### src/rtl/bkg_pixel_fetch.sv
`default_nettype none
// ============================================================================
// Module   : bkg_pixel_fetch
// Purpose  : Maps 640x480 VGA coordinates onto a 160x160 background RAM with
//            4x replication and a frame-synchronous wrap-around vertical scroll.
// Revision : 1.0 - initial release
// ============================================================================
module bkg_pixel_fetch #(
    parameter int IMG_W       = 160,
    parameter int IMG_H       = 160,
    parameter int SCALE_SHIFT = 2
) (
    input  logic        Clk,
    input  logic        Reset_n,
    input  logic [9:0]  DrawX,
    input  logic [9:0]  DrawY,
    input  logic        pix_valid_in,
    input  logic        frame_start,
    input  logic [7:0]  scroll_in,
    input  logic        scroll_we,
    output logic [14:0] read_address,
    input  logic [23:0] ram_data,
    output logic [7:0]  Red,
    output logic [7:0]  Green,
    output logic [7:0]  Blue,
    output logic        pix_valid_out,
    output logic        scroll_pending
);

    localparam logic [8:0] c_img_h = 9'(IMG_H);
    localparam logic [9:0] c_scr_w = 10'(IMG_W << SCALE_SHIFT);
    localparam logic [9:0] c_scr_h = 10'(IMG_H * 3 << SCALE_SHIFT >> 2);

    logic [7:0]  r_scroll_cur;
    logic [7:0]  r_scroll_next;
    logic        r_v1;
    logic        r_v2;

    logic        w_qv;
    logic [7:0]  w_col;
    logic [7:0]  w_img_row;
    logic [8:0]  w_r;
    logic [7:0]  w_row;
    logic [14:0] w_addr;
    logic        w_scroll_ok;

    assign w_qv      = pix_valid_in && (DrawX < c_scr_w) && (DrawY < c_scr_h);
    assign w_col     = DrawX[SCALE_SHIFT +: 8];
    assign w_img_row = DrawY[SCALE_SHIFT +: 8];
    assign w_r       = {1'b0, w_img_row} + {1'b0, r_scroll_cur};

    // Both operands are below IMG_H for a qualified pixel, so one subtract wraps.
    assign w_row  = (w_r >= c_img_h) ? 8'(w_r - c_img_h) : w_r[7:0];

    // row*160 as row*128 + row*32.
    assign w_addr = {w_row, 7'b0} + {2'b0, w_row, 5'b0} + {7'b0, w_col};

    assign w_scroll_ok = ({1'b0, scroll_in} < c_img_h);

    always_ff @(posedge Clk or negedge Reset_n) begin
        if (!Reset_n) begin
            read_address   <= '0;
            r_v1           <= 1'b0;
            r_v2           <= 1'b0;
            Red            <= '0;
            Green          <= '0;
            Blue           <= '0;
            pix_valid_out  <= 1'b0;
            r_scroll_cur   <= '0;
            r_scroll_next  <= '0;
            scroll_pending <= 1'b0;
        end else begin
            read_address  <= w_qv ? w_addr : '0;
            r_v1          <= w_qv;
            r_v2          <= r_v1;
            {Red, Green, Blue} <= r_v2 ? ram_data : 24'h0;
            pix_valid_out <= r_v2;

            if (frame_start && scroll_pending) begin
                r_scroll_cur   <= r_scroll_next;
                scroll_pending <= 1'b0;
            end
            // A write in the same cycle as frame_start is held for the next frame.
            if (scroll_we && w_scroll_ok) begin
                r_scroll_next  <= scroll_in;
                scroll_pending <= 1'b1;
            end
        end
    end

endmodule
`default_nettype wire

### config.mk
export PLATFORM = sky130hd
export DESIGN_NAME = bkg_pixel_fetch
export DESIGN_NICKNAME = d
export VERILOG_FILES = /design/src/rtl/bkg_pixel_fetch.sv
export SDC_FILE = /design/constraint.sdc
export NUM_CORES = 1
export LEC_CHECK = 0
export CORE_MARGIN = 2
export CORE_UTILIZATION = 49
export CTS_CLUSTER_DIAMETER = 80
export DETAILED_ROUTE_END_ITERATION = 6
export HOLD_SLACK_MARGIN = 0.15
export MAX_ROUTING_LAYER = met4
export PLACE_DENSITY = 0.95
export SLEW_MARGIN = 20
export SYNTH_ARGS = -nofsm -noshare
export SYNTH_HDL_FRONTEND = slang
export SYNTH_SLANG_ARGS = --single-unit
### constraint.sdc
create_clock -name Clk -period 10.5 [get_ports Clk]
set_input_delay 1.05 -clock Clk [delete_from_list [all_inputs] [get_ports Clk]]
set_output_delay 1.05 -clock Clk [all_outputs]
set_load 0.005 [all_outputs]
## Word-level counts from Yosys, hierarchy flattened

Index checks and enable logic that the tools add are counted.

- Add/subtract/negate cells: 4
- Order comparisons: 4
- Multiplexer cells: 5
- Reductions and logical operators: 5

Operators by type and width:

| kind | number |
|---|---|
| $mux W24 | 1 |
| $add A15 B13 Y15 | 1 |
| $add A15 B8 Y15 | 1 |
| $mux W15 | 1 |
| $lt A10 B10 Y1 const B | 1 |
| $lt A10 B9 Y1 const B | 1 |
| $add A8 B8 Y9 | 1 |
| $ge A9 B8 Y1 const B | 1 |
| $lt A8 B8 Y1 const B | 1 |
| $mux W8 | 1 |
| $sub A8 B8 Y8 const B | 1 |
| $logic_and A1 B1 Y1 | 4 |
| $mux W1 | 2 |
| $reduce_bool A2 Y1 | 1 |

- Register bits after elaboration: 59
- Input bits: 57

## Longest topological paths before layout

Gate-level depths: netlist of run 1.

- Word-level depth: 6
- Mapped depth: 18

## Least setup slack after synthesis of run 1

OpenSTA, ideal clock, no wires.

- Path type: in2reg
- Start: in DrawY[2]
- End: reg read_address[14]
- Arrival time: 4260 ps
- Data required time: 10368 ps
- Setup slack: 6108 ps
- Cell stages on the path: 18
- Buffers on the path: 0
- Cell sequence: ha_1 > fa_1 > a211oi_1 > o21ai_0 > nand2b_1 > a21oi_1 > a21oi_1 > nor2_1 > a21o_1 > ha_1 > ha_1 > a21oi_1 > nor2b_1 > a311o_1 > a21o_1 > a21oi_1 > nand3_1 > nor3b_2

- Longest elaborated chain between the ends: 6

Ends and longest elaborated chain:

| what | RTL line | text |
|---|---|---|
| start: declaration | 16 | `input logic [9:0] DrawY,` |
| $add A8 B8 Y9 | 50 | `assign w_r = {1'b0, w_img_row} + {1'b0, r_scroll_cur};` |
| $sub A8 B8 Y8 or $ge A9 B8 Y1 (tied branches) | 53 | `assign w_row = (w_r >= c_img_h) ? 8'(w_r - c_img_h) : w_r[7:0];` |
| $mux W8 | 53 |  |
| $add A15 B13 Y15 | 56 | `assign w_addr = {w_row, 7'b0} + {2'b0, w_row, 5'b0} + {7'b0, w_col};` |
| $add A15 B8 Y15 | 56 |  |
| $mux W15 * | 73 | `read_address <= w_qv ? w_addr : '0;` |
| end signal: assignment | 73 |  |
| end: declaration | 21 | `output logic [14:0] read_address,` |

Every way passes the cells marked *; elsewhere a longest branch is shown, timed or not.
A chain may end at the register's enable or synchronous reset.

## Worst setup path after layout of run 1

Same ends and word-level chain as after synthesis.

==> reports/qor.yml, run 1 <==
outcome: "finished, final reports clean"
numCtsBuffers: 9
postCtsSetupRepairBufs: 0
cts_buffer_depth: 2
gp_congestion: 0.839
viasPerCell: 5.13
critPathMaxFanout: 5
skew_ns: 0.00669
synth_top_area_share_pct: 52.5
rsz0062_at_grt: "false"
design.core.area_um2: 5540
fmax_mhz: 206
hp-start: "r_v1"
synth.cell_area_um2: 2810
numPortBuffers: 93
design_area_um2: 4030
maxSlewHeadroom_pct: 51.8
overflow: 0
fin_tns_setup_ns: 0
drtPass1Iterations: 4
grt_pass1_wl_mm: 10.1
antenna_found_initial: 0
vias: 2148
cts_num_sinks: 59
powerDensity_nw_per_um2: 234
maxSlewViolCount: 0
final_antenna_net_count: 0
worstSetupPathType: "primary input to flip-flop"
clk_pin_slew_ns: 0.06
r2r_slack_ns: 6.41
dpl_cell_area_um2: 3830
hold_viol: 0
drive_gt1_share_pct: 10.7
grt_max_degree: 60
initial_utilization_pct: 50.8
synthCells: 239
final_nets: 425
ys_async_sr_fraction_pct: 100
whs_ns: 0.354
area_delta_synth_final_pct: 43.0
rr_worst_depth: 18
cts_tree: "yes"
reg2reg_from: "r_scroll_cur[0]"
hpwlAfterDp_mm: 4.60
fp.dieArea_um2: 6360
most-common-layout-cells: "clkdlybuf4s50_1 (92), dfrtp_1 (59), and2_1 (31)"
synth.area.top_cells: "dfrtp_1 (52%), ha_1 (10%), and2_1 (6.9%)"
clock_latency_ns: 0.32
synth.net_count: 322
rows: 27
dieHeight_um: 79.8
power_leakage_nw: 1.85
hold_end: "r_v2"
ys_seq_elements: 59
dr.first_iter.drc_count: 80
final_common_cell: "clkdlybuf4s50_1"
ys_types: 37
drc_errors: 0
fill_cells: 369
period_share_pct: 46.3
cp-end-kind: "flip-flop"
startpoint_type: "primary input"
max_cap_violations: 0
ir_drop_v: 0.000166
wirelength_mm: 6.13
cp.required_ns: 10.70
wl_per_cell_um: 14.6
cts_htree_levels: 3
worst_pin_slew_ns: 0.723
ys_seq_area_share_pct: 52.5
syn_area_per_cell_um2: 11.8
critPathArrivalTime_ns: 5.06
min_path_type: "flip-flop to flip-flop"
setup_violations: 0
die_w_um: 79.8
diodes: 0
whs_path_depth: 0
synth_largest_area_cell: "dfrtp_1"
synth_edf_count: 0
cts_resized: 0
postCtsHoldBufs: 0
synth_ff_type: "dfrtp_1"
min_period_ns: 4.87
cts-root-buf: "clkbuf_8"
grt_pass1_vias: 2289
yosysWarnings: 0
power_uw: 941
r2r-end: "read_address[14]"
grt_use_total_pct: 21.8
io_pins: 98
[kinds of logic after synthesis]
| kind of cell | Yosys count | synth area share [%] |
|---|---|---|
| buf+inv | 13 | 1.73 |
| fa+ha+maj | 26 | 12.4 |
| mux | 17 | 6.76 |
| compound gates | 39 | 8.89 |
| xor+xnor | 6 | 1.87 |
| flops | 59 | 52.5 |
| simple gates | 79 | 15.9 |
[state kept, by name (all words and copies together), names as in the netlist]
register / cells
Blue: 8
pix_valid_out: 1
Red: 8
scroll_pending: 1
r_scroll_next: 8
Green: 8
r_scroll_cur: 8
r_v2: 1
read_address: 15
r_v1: 1
[stage by stage]
step / util, % / setup WS, ns / std cells
after detailed placement: 69.1 / 5.36 / 403
after CTS: 72.7 / 5.69 / 419
final: 72.7 / 5.63 / 419
after global routing: 72.7 / 5.35 / 419
after floorplan: - / 6.11 / 239
after global placement: 69.1 / 5.45 / 403
[where the power goes]
| group | leakage [nW] | internal [mW] | switching [mW] |
|---|---|---|---|
| clock network | 0.0926 | 0.116 | 0.0863 |
| registers | 0.773 | 0.256 | 0.0135 |
| logic | 0.988 | 0.241 | 0.229 |
[cells in the mapped netlist (all sizes together), types with 5 or more instances]
library cell  instances
dfrtp                59
a21o                  6
and2                 31
inv                  11
a21oi                10
o21ai                11
ha                   23
nor2b                 7
nand2                 6
nor2                 17
mux2                 16
nor3                  5
[area by class of cell]
| class | count | area [um2] | share of cell area (%) |
|---|---|---|---|
| flip-flops and latches | 59 | 1480 | 36.7 |
| multi-input cells | 167 | 1290 | 32.0 |
| repair buffers | 94 | 933 | 23.2 |
| clock buffers | 12 | 145 | 3.61 |
| well taps | 72 | 90.1 | 2.24 |
| clock inverters | 4 | 50.0 | 1.24 |
| inverters | 11 | 41.3 | 1.03 |
[worst max-delay path, cell delays in order]
cell and delay [ns]:
clkdlybuf4s50_1 0.41, ha_1 0.24, fa_1 0.44, a211oi_1 0.34, o21ai_0 0.15, nand2b_1 0.12, a21oi_1 0.11, a21oi_1 0.13
nor2_1 0.05, a21o_1 0.18, ha_1 0.28, ha_1 0.35, a21oi_1 0.16, nor2b_1 0.06, a311o_1 0.35, a21o_1 0.18
a21oi_1 0.20, nand3_1 0.10, nor3b_2 0.15
[worst max path at each step]
stage	start	slack (ns)	depth (start not counted)	endpoint
final	DrawY[2]	5.63	19	read_address[14]
after CTS	DrawY[2]	5.69	19	read_address[14]
after detailed placement	DrawY[2]	5.36	19	read_address[14]
after global routing	DrawY[2]	5.35	19	read_address[14]
after floorplan	DrawY[2]	6.11	18	read_address[14]
after global placement	DrawY[2]	5.45	19	read_address[14]
[routing by layer]
layer / routed length, um / global-route usage [%] / vias up
met3: 625 / 11.3 / 8
met5: 0 / - / -
met1: 2510 / 25.5 / 1020
li1: - / - / 1027
met4: 78 / 5.42 / 0
met2: 2910 / 33.5 / 93
No activity file was read; power rests on OpenSTA's default activity.
==> inputs of run 2 (changes only) <==
--- a/config.mk
+++ b/config.mk
@@ -6,12 +6,12 @@
 export NUM_CORES = 1
 export LEC_CHECK = 0
 export CORE_MARGIN = 2
-export CORE_UTILIZATION = 49
+export CORE_UTILIZATION = 45
 export CTS_CLUSTER_DIAMETER = 80
 export DETAILED_ROUTE_END_ITERATION = 6
 export HOLD_SLACK_MARGIN = 0.15
 export MAX_ROUTING_LAYER = met4
-export PLACE_DENSITY = 0.95
+export PLACE_DENSITY = 0.9
 export SLEW_MARGIN = 20
 export SYNTH_ARGS = -nofsm -noshare
 export SYNTH_HDL_FRONTEND = slang
==> constraint.sdc (replaced) <==
create_clock -name Clk -period 4.7 [get_ports Clk]
set_input_delay 0.47 -clock Clk [delete_from_list [all_inputs] [get_ports Clk]]
set_output_delay 0.47 -clock Clk [all_outputs]
set_load 0.005 [all_outputs]
==> run 2 against run 1 <==
Combinational power up 120%. Die area up 8.4%. Via count down 2.1%. Cell area down 0.53%. Critical path depth down 1. Sequential share of layout area up 0.19 points. Highest routed layer unchanged.
==> reports/qor.yml, run 2 (synthesis results as in run 1) <==
outcome: "finished, final reports clean"
hold_viol: 0
final_nets: 425
design_area_um2: 4000
overflow: 0
whs_ns: 0.276
powerDensity_nw_per_um2: 509
die_w_um: 83.1
initial_utilization_pct: 47.0
setup_violations: 0
min_path_type: "primary input to asynchronous set/reset pin"
power_frac_seq_pct: 29.4
drive_gt1_share_pct: 11.0
power_leakage_nw: 1.84
dr.first_iter.drc_count: 55
power_mw: 2.04
fp.dieArea_um2: 6900
cts_htree_levels: 3
fin_tns_setup_ns: 0
io_pins: 98
worst_pin_slew_ns: 0.707
cts_resized: 0
final_util_pct: 66.8
fmax_mhz: 235
cpPeakStageDelay_ns: 0.46
antenna_found_initial: 0
vias: 2102
viasPerCell: 4.98
dp_cells: 406
hpwlAfterDp_mm: 4.70
rsz0062_at_grt: "false"
postCtsSetupRepairBufs: 0
fill_cells: 440
design.core.area_um2: 5990
grt_pass1_wl_mm: 9.94
switching_share_pct: 36.1
clock_latency_ns: 0.34
grt_pass1_vias: 2192
numPortBuffers: 93
layout_setup_ws_ns: 0.440
min_period_ns: 4.26
cts-root-buf: "clkbuf_8"
worstSetupPathType: "primary input to flip-flop"
p_int_mw: 1.30
critPathArrivalTime_ns: 4.46
area_delta_synth_final_pct: 42.3
gp_congestion: 0.769
skew_ns: 0.0105
place_ws_ns: 0.124
clkPwrFrac_pct: 19.5
p_comb_share_pct: 51.1
dpl_cell_area_um2: 3830
cp_common_cell: "a21oi_1"
p_sw_uw: 736
numCtsBuffers: 9
maxSlewHeadroom_pct: 52.9
largest_reg_flops: 15
diodes: 0
drc_errors: 0
most-common-layout-cells: "clkdlybuf4s50_1 (92), dfrtp_1 (59), and2_1 (31)"
period_share_pct: 90.6
largest-register: "read_address"
clk_pin_slew_ns: 0.07
maxSlewViolCount: 0
cp.required_ns: 4.90
final_antenna_net_count: 0
instances_no_fill: 422
rows: 28
grt_max_degree: 60
cts_num_sinks: 59
drtPass1Iterations: 4
max_cap_violations: 0
cts_buffer_depth: 2
grt_use_total_pct: 18.8
wirelength_mm: 6.02
dieHeight_um: 83.1
final_common_cell: "clkdlybuf4s50_1"
ir_drop_v: 0.000286
slowest_stage: "clkdlybuf4s50_1"
critPathMaxFanout: 5
cp_cell_sequence: "clkdlybuf4s50_1, ha_1, a21oi_1, a2bb2oi_1, mux2i_1, o211ai_1, a21oi_1, nor2_1, a21o_1, ha_1, ha_1, a21oi_1, nor2b_1, a311o_1, a21o_1, a21oi_1, nand3_1, nor3b_2"
postCtsHoldBufs: 0
wl_per_cell_um: 14.3
startpoint_type: "primary input"
cp-end-kind: "flip-flop"
cts_tree: "yes"
==> run 2: changes by cell type in the layout (fill, tap and decap cells not counted), sizes merged <==
cell,previous run,this run
clkinv,1,4
bufinv,1,0
clkbuf,12,10
==> run 2: layer usage <==
metal,GRT usage [%],routed length (um),part of all wire (%),up-vias
li1,-,-,-,1027
met1,22.1,2630,44,984
met2,28.7,2820,47,85
met3,8.25,494,8.2,6
met4,7.15,76,1.3,0
met5,-,0,0,-
==> run 2: final timing paths <==
check                                start                to  slack, ns  depth (start not counted)
setup / recovery                  DrawY[3]  read_address[14]       0.44                         18
hold / removal                     Reset_n           Blue[0]       0.28                          2
setup reg to reg           r_scroll_cur[0]  read_address[14]       0.62                         18
hold reg to reg                       r_v1              r_v2       0.35                          0
max in group asynchronous          Reset_n   r_scroll_cur[7]       3.95                          2
min in group Clk                      r_v1              r_v2       0.35                          0
==> run 2: critical path: cells and delay by family <==
family	cells	cell delay (ns)
AO/OA/AOI/OAI	9	1.98
adder cells (fa/ha/maj)	3	0.96
buffers and inverters	1	0.46
multiplexers	1	0.23
AND/OR/NAND/NOR	4	0.35
==> run 2: layout make-up <==
type                       count  area (um2)  area share, %
clock buffer                  10         128           3.19
clock inverter                 6        42.5           1.06
inverter                      11        41.3           1.03
multi-input combinational    167        1290           32.2
sequential                    59        1480           36.9
tap                           75        93.8           2.34
timing repair buffer          94         933           23.3
==> run 2: power by group through the flow <==
stage	Combinational [mW]	Sequential [mW]	Clock [mW]
3_3_place_gp	0.999	0.608	0
6_report	1.04	0.599	0.397
2_1_floorplan	0.777	0.606	0
4_1_cts	1.05	0.600	0.404
5_1_grt	1.17	0.606	0.432
3_5_place_dp	1.04	0.610	0
